## src/rtl/merge_out_axis_packer.sv

```systemverilog
`default_nettype none
// ============================================================================
//  Module   : merge_out_axis_packer
//  Purpose  : Drains the P=8 merger output FIFO (first-word-fall-through),
//             packs TPB = C_AXIS_TDATA_WIDTH/C_TUPLE_WIDTH tuples per beat and
//             streams them out over AXI4-Stream. Raises tlast on the
//             programmed beat count and pulses done when the job completes.
//  Ports    : m_axis_aclk/m_axis_areset - clock, synchronous active-high reset
//             start/cfg_num_beats       - job launch and job length in beats
//             busy/done                 - job in progress / end-of-job pulse
//             fifo_empty/fifo_data      - FIFO status and head tuple
//             fifo_deq                  - pop the FIFO head this cycle
//             m_axis_*                  - packed output stream
//             flush                     - only with MERGE_OUT_PACKER_FLUSH_EN:
//                                         emit the partial beat and end the job
//  Options  : `define MERGE_OUT_PACKER_FLUSH_EN adds the flush input.
//  Revision : 1.0 - initial release
// ============================================================================
module merge_out_axis_packer #(
  parameter int C_AXIS_TDATA_WIDTH = 512,
  parameter int C_TUPLE_WIDTH      = 256,
  parameter int C_CNT_WIDTH        = 32
) (
  input  logic                            m_axis_aclk,
  input  logic                            m_axis_areset,
  input  logic                            start,
  input  logic [C_CNT_WIDTH-1:0]          cfg_num_beats,
  output logic                            busy,
  output logic                            done,
`ifdef MERGE_OUT_PACKER_FLUSH_EN
  input  logic                            flush,
`endif
  input  logic                            fifo_empty,
  input  logic [C_TUPLE_WIDTH-1:0]        fifo_data,
  output logic                            fifo_deq,
  output logic                            m_axis_tvalid,
  input  logic                            m_axis_tready,
  output logic [C_AXIS_TDATA_WIDTH-1:0]   m_axis_tdata,
  output logic [C_AXIS_TDATA_WIDTH/8-1:0] m_axis_tkeep,
  output logic                            m_axis_tlast
);

  localparam int TPB     = C_AXIS_TDATA_WIDTH / C_TUPLE_WIDTH;
  localparam int IDX_W   = (TPB > 1) ? $clog2(TPB) : 1;
  localparam int KEEP_W  = C_AXIS_TDATA_WIDTH / 8;
  localparam int TKEEP_W = C_TUPLE_WIDTH / 8;
  localparam logic [IDX_W-1:0] LAST_IDX = IDX_W'(TPB - 1);

  localparam logic [1:0] ST_IDLE = 2'd0;
  localparam logic [1:0] ST_RUN  = 2'd1;
  localparam logic [1:0] ST_FIN  = 2'd2;

  logic [1:0]                    state_q, state_d;
  logic [C_CNT_WIDTH-1:0]        num_beats_q, num_beats_d;
  logic [C_CNT_WIDTH-1:0]        beats_issued_q, beats_issued_d;
  logic [IDX_W-1:0]              asm_idx_q, asm_idx_d;
  logic [C_AXIS_TDATA_WIDTH-1:0] asm_data_q, asm_data_d;
  logic                          last_issued_q, last_issued_d;
  logic                          tvalid_q, tvalid_d;
  logic [C_AXIS_TDATA_WIDTH-1:0] tdata_q, tdata_d;
  logic [KEEP_W-1:0]             tkeep_q, tkeep_d;
  logic                          tlast_q, tlast_d;

  logic                          run;
  logic                          out_stall;
  logic                          out_hs;
  logic [C_AXIS_TDATA_WIDTH-1:0] beat_full;
  logic [C_AXIS_TDATA_WIDTH-1:0] partial_word;
  logic [KEEP_W-1:0]             partial_keep;
  logic                          flush_act;
  logic                          flush_partial;
  logic                          flush_empty;

  assign run       = (state_q == ST_RUN);
  assign out_stall = tvalid_q & ~m_axis_tready;
  assign out_hs    = tvalid_q & m_axis_tready;

`ifdef MERGE_OUT_PACKER_FLUSH_EN
  assign flush_act     = run & flush;
  // Partial beat can only load when the output register frees up this cycle.
  assign flush_partial = flush_act & (asm_idx_q != '0) & ~out_stall;
  assign flush_empty   = flush_act & (asm_idx_q == '0);
`else
  assign flush_act     = 1'b0;
  assign flush_partial = 1'b0;
  assign flush_empty   = 1'b0;
`endif

  // Completed beat: held slots plus the tuple arriving into the top slot.
  always_comb begin
    beat_full = asm_data_q;
    beat_full[(TPB-1)*C_TUPLE_WIDTH +: C_TUPLE_WIDTH] = fifo_data;
  end

  // Partial beat: only the asm_idx filled slots survive; stale slots are zeroed.
  always_comb begin
    partial_word = '0;
    partial_keep = '0;
    for (int s = 0; s < TPB; s++) begin
      if (IDX_W'(s) < asm_idx_q) begin
        partial_word[s*C_TUPLE_WIDTH +: C_TUPLE_WIDTH] = asm_data_q[s*C_TUPLE_WIDTH +: C_TUPLE_WIDTH];
        partial_keep[s*TKEEP_W +: TKEEP_W] = {TKEEP_W{1'b1}};
      end
    end
  end

  // ---------------- state register ----------------
  always_ff @(posedge m_axis_aclk) begin
    if (m_axis_areset) begin
      state_q <= ST_IDLE;
    end else begin
      state_q <= state_d;
    end
  end

  // ---------------- next-state logic ----------------
  always_comb begin
    state_d = state_q;
    case (state_q)
      ST_IDLE: if (start) state_d = (cfg_num_beats == '0) ? ST_FIN : ST_RUN;
      ST_RUN: begin
        // A flush with nothing assembled and nothing pending ends the job at once.
        if ((out_hs & tlast_q) | (flush_empty & ~out_stall)) state_d = ST_FIN;
      end
      ST_FIN:  state_d = ST_IDLE;
      default: state_d = ST_IDLE;
    endcase
  end

  // ---------------- output logic ----------------
  always_comb begin
    busy          = (state_q != ST_IDLE);
    done          = (state_q == ST_FIN);
    // Stop popping when the completing tuple would have nowhere to go.
    fifo_deq      = run & ~fifo_empty & ~((asm_idx_q == LAST_IDX) & out_stall)
                    & ~last_issued_q & ~flush_act;
    m_axis_tvalid = tvalid_q;
    m_axis_tdata  = tdata_q;
    m_axis_tkeep  = tkeep_q;
    m_axis_tlast  = tlast_q;
  end

  // ---------------- datapath ----------------
  always_comb begin
    num_beats_d    = num_beats_q;
    beats_issued_d = beats_issued_q;
    asm_idx_d      = asm_idx_q;
    asm_data_d     = asm_data_q;
    last_issued_d  = last_issued_q;
    tvalid_d       = tvalid_q;
    tdata_d        = tdata_q;
    tkeep_d        = tkeep_q;
    tlast_d        = tlast_q;

    if ((state_q == ST_IDLE) && start) begin
      num_beats_d    = cfg_num_beats;
      beats_issued_d = '0;
      asm_idx_d      = '0;
      last_issued_d  = 1'b0;
    end

    if (out_hs) tvalid_d = 1'b0;

    if (fifo_deq) begin
      asm_data_d[asm_idx_q*C_TUPLE_WIDTH +: C_TUPLE_WIDTH] = fifo_data;
      asm_idx_d = (asm_idx_q == LAST_IDX) ? '0 : asm_idx_q + IDX_W'(1);
      if (asm_idx_q == LAST_IDX) begin
        tvalid_d       = 1'b1;
        tdata_d        = beat_full;
        tkeep_d        = {KEEP_W{1'b1}};
        tlast_d        = (beats_issued_q == num_beats_q - C_CNT_WIDTH'(1));
        last_issued_d  = tlast_d;
        beats_issued_d = beats_issued_q + C_CNT_WIDTH'(1);
      end
    end

    if (flush_partial) begin
      tvalid_d       = 1'b1;
      tdata_d        = partial_word;
      tkeep_d        = partial_keep;
      tlast_d        = 1'b1;
      last_issued_d  = 1'b1;
      asm_idx_d      = '0;
      beats_issued_d = beats_issued_q + C_CNT_WIDTH'(1);
    end

    // Nothing assembled but a beat still waiting: make that beat the last one.
    if (flush_empty & out_stall) begin
      tlast_d       = 1'b1;
      last_issued_d = 1'b1;
    end
  end

  always_ff @(posedge m_axis_aclk) begin
    if (m_axis_areset) begin
      num_beats_q    <= '0;
      beats_issued_q <= '0;
      asm_idx_q      <= '0;
      last_issued_q  <= 1'b0;
      tvalid_q       <= 1'b0;
      tdata_q        <= '0;
      tkeep_q        <= '0;
      tlast_q        <= 1'b0;
    end else begin
      num_beats_q    <= num_beats_d;
      beats_issued_q <= beats_issued_d;
      asm_idx_q      <= asm_idx_d;
      last_issued_q  <= last_issued_d;
      tvalid_q       <= tvalid_d;
      tdata_q        <= tdata_d;
      tkeep_q        <= tkeep_d;
      tlast_q        <= tlast_d;
    end
  end

  // Assembly slots are only meaningful below asm_idx, so they need no reset.
  always_ff @(posedge m_axis_aclk) begin
    asm_data_q <= asm_data_d;
  end

endmodule
`default_nettype wire

```

## config.mk

```make
export PLATFORM = sky130hd
export DESIGN_NAME = merge_out_axis_packer
export DESIGN_NICKNAME = d
export VERILOG_FILES = /design/src/rtl/merge_out_axis_packer.sv
export SDC_FILE = /design/constraint.sdc
export NUM_CORES = 1
export LEC_CHECK = 0
export ABC_AREA = 0
export CORE_AREA = 2 2 341 343
export DETAILED_ROUTE_END_ITERATION = 8
export DIE_AREA = 0 0 343 345
export GPL_TIMING_DRIVEN = 0
export HOLD_SLACK_MARGIN = 0.03
export PLACE_DENSITY_LB_ADDON = 0.3
export SYNTH_ARGS = -nofsm -noshare
export SYNTH_HDL_FRONTEND = slang
export SYNTH_SLANG_ARGS = --single-unit
```

## constraint.sdc

```tcl
create_clock -name m_axis_aclk -period 15.4 [get_ports m_axis_aclk]
set_input_delay 2.31 -clock m_axis_aclk [delete_from_list [all_inputs] [get_ports m_axis_aclk]]
set_output_delay 2.31 -clock m_axis_aclk [all_outputs]
set_load 0.005 [all_outputs]
```

Word-level counts from Yosys, hierarchy flattened
Cells that the tools add are included.

Output and inout port bits: 581. Register bits: 1095. Input port bits: 293. Word-level logic and storage cells: 56.

Equality and inequality tests: 5. Muxes and demuxes: 17. Shift operators: 2. $add $sub $neg: 4. Reduce and logical (&&, ||, !) cells: 7. Bitwise logic cells: 11.

Operators by type and width (count): 512-bit bitwise mux (1); 256-bit by 34-bit variable shift with 512-bit output (first input constant) (1); 256-bit by 34-bit indexed part select with 512-bit output (1); 32-bit 2-to-1 mux (3); 9-bit negation with 34-bit output (1); 32-bit by 1-bit adder with 32-bit output (second input constant) (1); 32-bit == test (1); 32-bit zero test (1); 32-bit by 1-bit subtractor with 32-bit output (second input constant) (1); 1-bit 2-to-1 mux (9); 1-bit AND (7); 2-bit 2-to-1 mux (3); 1-bit NOT (4); 2-bit one-hot mux with 2 select lines (1); 2-bit AND reduction (2); 2-bit nonzero test (2); 2-bit by 1-bit == test with 1-bit output (second input constant) (1); 2-bit == test (second input constant) (1); 2-bit zero test (1); 2-bit by 1-bit inequality test with 1-bit output (second input constant) (1); 2-bit inequality test (second input constant) (1); 1-bit adder (second input constant) (1); 1-bit logical AND (1).

Logic depth before layout (Yosys ltp)
Word-level depth: 7. Mapped depth: 10. Gate-level depth less buffers: 9.

Worst setup path after synthesis
Ideal clock, no wire load.

Kind: input port to flip-flop. Start: input port fifo_empty. End: register asm_data_q[0] (enable). Data arrival time: 13.527 ns. Stages on the path: 2. Buffers on the path: 0. Path slack: 0.993 ns. Setup time: 0.880 ns. Data required time: 14.520 ns. Cell sequence: or4b_1 > nor2_1.

Cells in the longest elaborated chain, start to end: 4.

RTL lines: start, declared (line 33) `input logic fifo_empty,`; 1-bit NOT (line 135) `fifo_deq = run & ~fifo_empty & ~((asm_idx_q == LAST_IDX) & out_stall)`; 1-bit AND (2 in a row) (line 135); 1-bit AND (line 136) `& ~last_issued_q & ~flush_act;`; end signal, assigned (line 218) `asm_data_q <= asm_data_d;`; end, declared (line 57) `logic [C_AXIS_TDATA_WIDTH-1:0] asm_data_q, asm_data_d;`.

No other way between the ends. A chain may end at the register's enable or synchronous reset.

Worst setup path after layout
Start: input port fifo_empty. End: output port fifo_deq.

Cells in the longest elaborated chain, start to end: 4.

RTL lines: 1-bit NOT (line 135); 1-bit AND (2 in a row) (line 135); 1-bit AND (line 136); end, declared (line 35) `output logic fifo_deq,`.

No other way between the ends.

==> run summary <==
Syn Area/Cell - 9.349 um2
drt drc - 0
crit path DAT - 4.38 ns
DR vias - 27540
max-cap violations - 0
Ports - 874
Synth top cells by count - nand2_1 (1114), dfxtp_1 (583), a21oi_1 (559)
die footprint - 118300 um2
Final setup violation count - 0
Skew-Pair Late Insertion Delay - 0.70 ns
fraction of registers with async set/reset - 0%
Place WS - 8.715 ns
Final period util - 43.45%
Max FO, Critical Path - 4
CTS buffer count - 93
dpl hpwl - 105800 um
RSZ-0062 raised after global routing - false
Ys Warns - 0
pin count of the biggest net entering global routing - 49
area occupied by multi-input gates - 10580 um2
drt first pass iters - 5
final wirelength - 140700 um
fill cell count - 11570
Main synth FF type - dfxtp_1
number of synthesized flops with an enable pin - 256
first-pass GRT wire length - 194000 um
critical path class - in -> out
cells after synthesis - 3357
register bit total from synthesis - 839
Die Wd - 343 um
post-layout util - 39.45%
nets - 4633
top cells by area, synth - dfxtp_1 (37%), edfxtp_1 (24%), nand2_1 (13%)
worst reg-to-reg setup slack - 11.44 ns
leak pwr - 14.96 nW
core area - 115100 um2
synthesized area - 31390 um2
initial antenna violation count - 26
top cell type's share of synthesized area - 37.19%
Longest Clk Path Bufs - 3
clk root buf - clkbuf_16
post-DR vias/cell - 4.625
Overflow after GRT - 0
Fin. Hold Viols - 0
fin worst setup slack - 8.709 ns
most numerous cell in the Yosys netlist - nand2_1
worst-margin pin slew - 1.410 ns
FF+latch area - 19360 um2
Initial DRC Count - 1904
# hold bufs at CTS - 0
Yosys top cell by area - dfxtp_1
clock-pin slew on the worst setup and hold paths - 0.06 ns
crit start category - input pin
H-tree Lvls - 3
Area Overhead vs Synth - 44.68%
number of routed nets with antenna violations - 0
Routed wire per std cell - 23.63 um
number of global-route vias before repair - 26170
Seq/Total Area, Yosys - 61.68%
Sink Count - 839
syn_nets - 3652
status - complete, no violations
Worst EP required - 13.09 ns
CTS tree - yes
Post-CTS Setup Bufs - 0
Initial Util - 27.27%
Row Count - 125
Slew HR - 5.990%
GRT Util Overall - 22.98%
post-CTS sizing - 0
Cell variety after synth - 65
gpl congestion - 0.9160
crit end category - output pin
layout cells sized above 1 - 6.202%
pwr/cell area - 109.5 nW/um2
Slew Limit Fails - 0
clk_skew - 0.04798 ns
die height - 345 um
Period minus WS final - 6.691 ns
Hold Crit Class - reg -> reg
input/output buffers - 872
Peak VDD IR - 0.07475 mV
Fmax achieved - 149.5 MHz
final timing paths:
path	cells after the start	startpoint	endpoint
worst min-delay path	2	m_axis_tdata[324]$_SDFFE_PP0P_	m_axis_tdata[324]$_SDFFE_PP0P_
worst max register to register	7	state_q[0]$_SDFFE_PP0P_	m_axis_tdata[79]$_SDFFE_PP0P_
worst max-delay path	4	fifo_empty	fifo_deq
worst min register to register	2	m_axis_tdata[324]$_SDFFE_PP0P_	m_axis_tdata[324]$_SDFFE_PP0P_
critical path, stage by stage:
cell and delay [ns]:
clkdlybuf4s50_1 0.39, or4b_1 0.62, a21oi_1 0.45, clkdlybuf4s50_1 0.61
power breakdown:
| group | total (W) | internal, W | switching (W) |
|---|---|---|---|
| clock network | 0.00221 | 0.00124 | 0.000972 |
| registers | 0.00236 | 0.00233 | 0.0000232 |
| logic | 0.000404 | 0.000168 | 0.000236 |
| total | 0.00497 | 0.00374 | 0.00123 |
state kept, by name, summed over array words and instances (netlist names):
name	flops
m_axis_tkeep	1
m_axis_tlast	1
m_axis_tdata	512
asm_idx_q	1
state_q	2
m_axis_tvalid	1
asm_data_q	256
num_beats_q	32
beats_issued_q	32
last_issued_q	1
metal layers:
layer	track usage, %	routed length [um]	vias up
met5	0	13	-
met4	8.083	4435	2
met3	5.223	10090	198
met2	38.43	67670	972
met1	28.90	58490	13340
li1	-	-	13030
stage by stage:
stage,total power [W],setup TNS [ns],cells,hold WS [ns],instance area (um2)
after floorplan,0.002578,0,3357,0.4380,31390
after global placement,0.002829,-1711.65,5753,0.4414,42020
after detailed placement,0.002813,0,5767,0.4461,42370
after CTS,0.005020,0,5942,0.4539,45380
after global routing,0.005131,0,5952,0.4625,45400
final,0.004972,0,5955,0.4504,45410
placed cells by master, fill, tap and decap left out, types with 3 or more instances in the layout:
master / instances
edfxtp_1: 256
nor4_1: 16
clkinv_4: 3
clkinv_2: 16
xnor2_1: 29
and3_1: 4
or3_1: 17
o21ai_0: 10
buf_6: 5
clkinv_1: 7
nand3b_1: 5
buf_16: 4
xor2_1: 29
nand2b_1: 6
diode_2: 13
clkbuf_8: 11
o211ai_1: 4
dfxtp_1: 582
nor2_1: 50
nand3_1: 20
o41ai_1: 3
clkbuf_1: 223
o2111ai_1: 4
clkbuf_2: 27
nand2_1: 1114
inv_1: 10
and4_1: 9
nor3_1: 15
nor4_4: 4
clkinvlp_4: 4
nand4_1: 11
nor2b_1: 259
mux2_1: 3
a31oi_1: 5
buf_4: 64
clkbuf_16: 95
clkdlybuf4s50_1: 872
buf_12: 11
a21oi_1: 559
cells by family after synthesis:
family | count (synthesis) | share of synthesized area (%)
mux | 5 | 0.1794
compound gates | 599 | 9.859
buf+inv | 305 | 4.636
fa+ha+maj | 2 | 0.07972
xor+xnor | 58 | 1.619
simple gates | 1549 | 21.95
flops | 839 | 61.68
final cells by class:
class / instances / area share (%)
repair buffers: 886 / 19.91
well taps: 1524 / 4.199
multi-input cells: 2213 / 23.30
clock buffers: 136 / 5.817
plain buffers: 295 / 3.191
clock inverters: 39 / 0.8018
diodes: 13 / 0.07164
inverters: 10 / 0.08266
flip-flops and latches: 839 / 42.63
No activity file was read; power rests on OpenSTA's default activity.
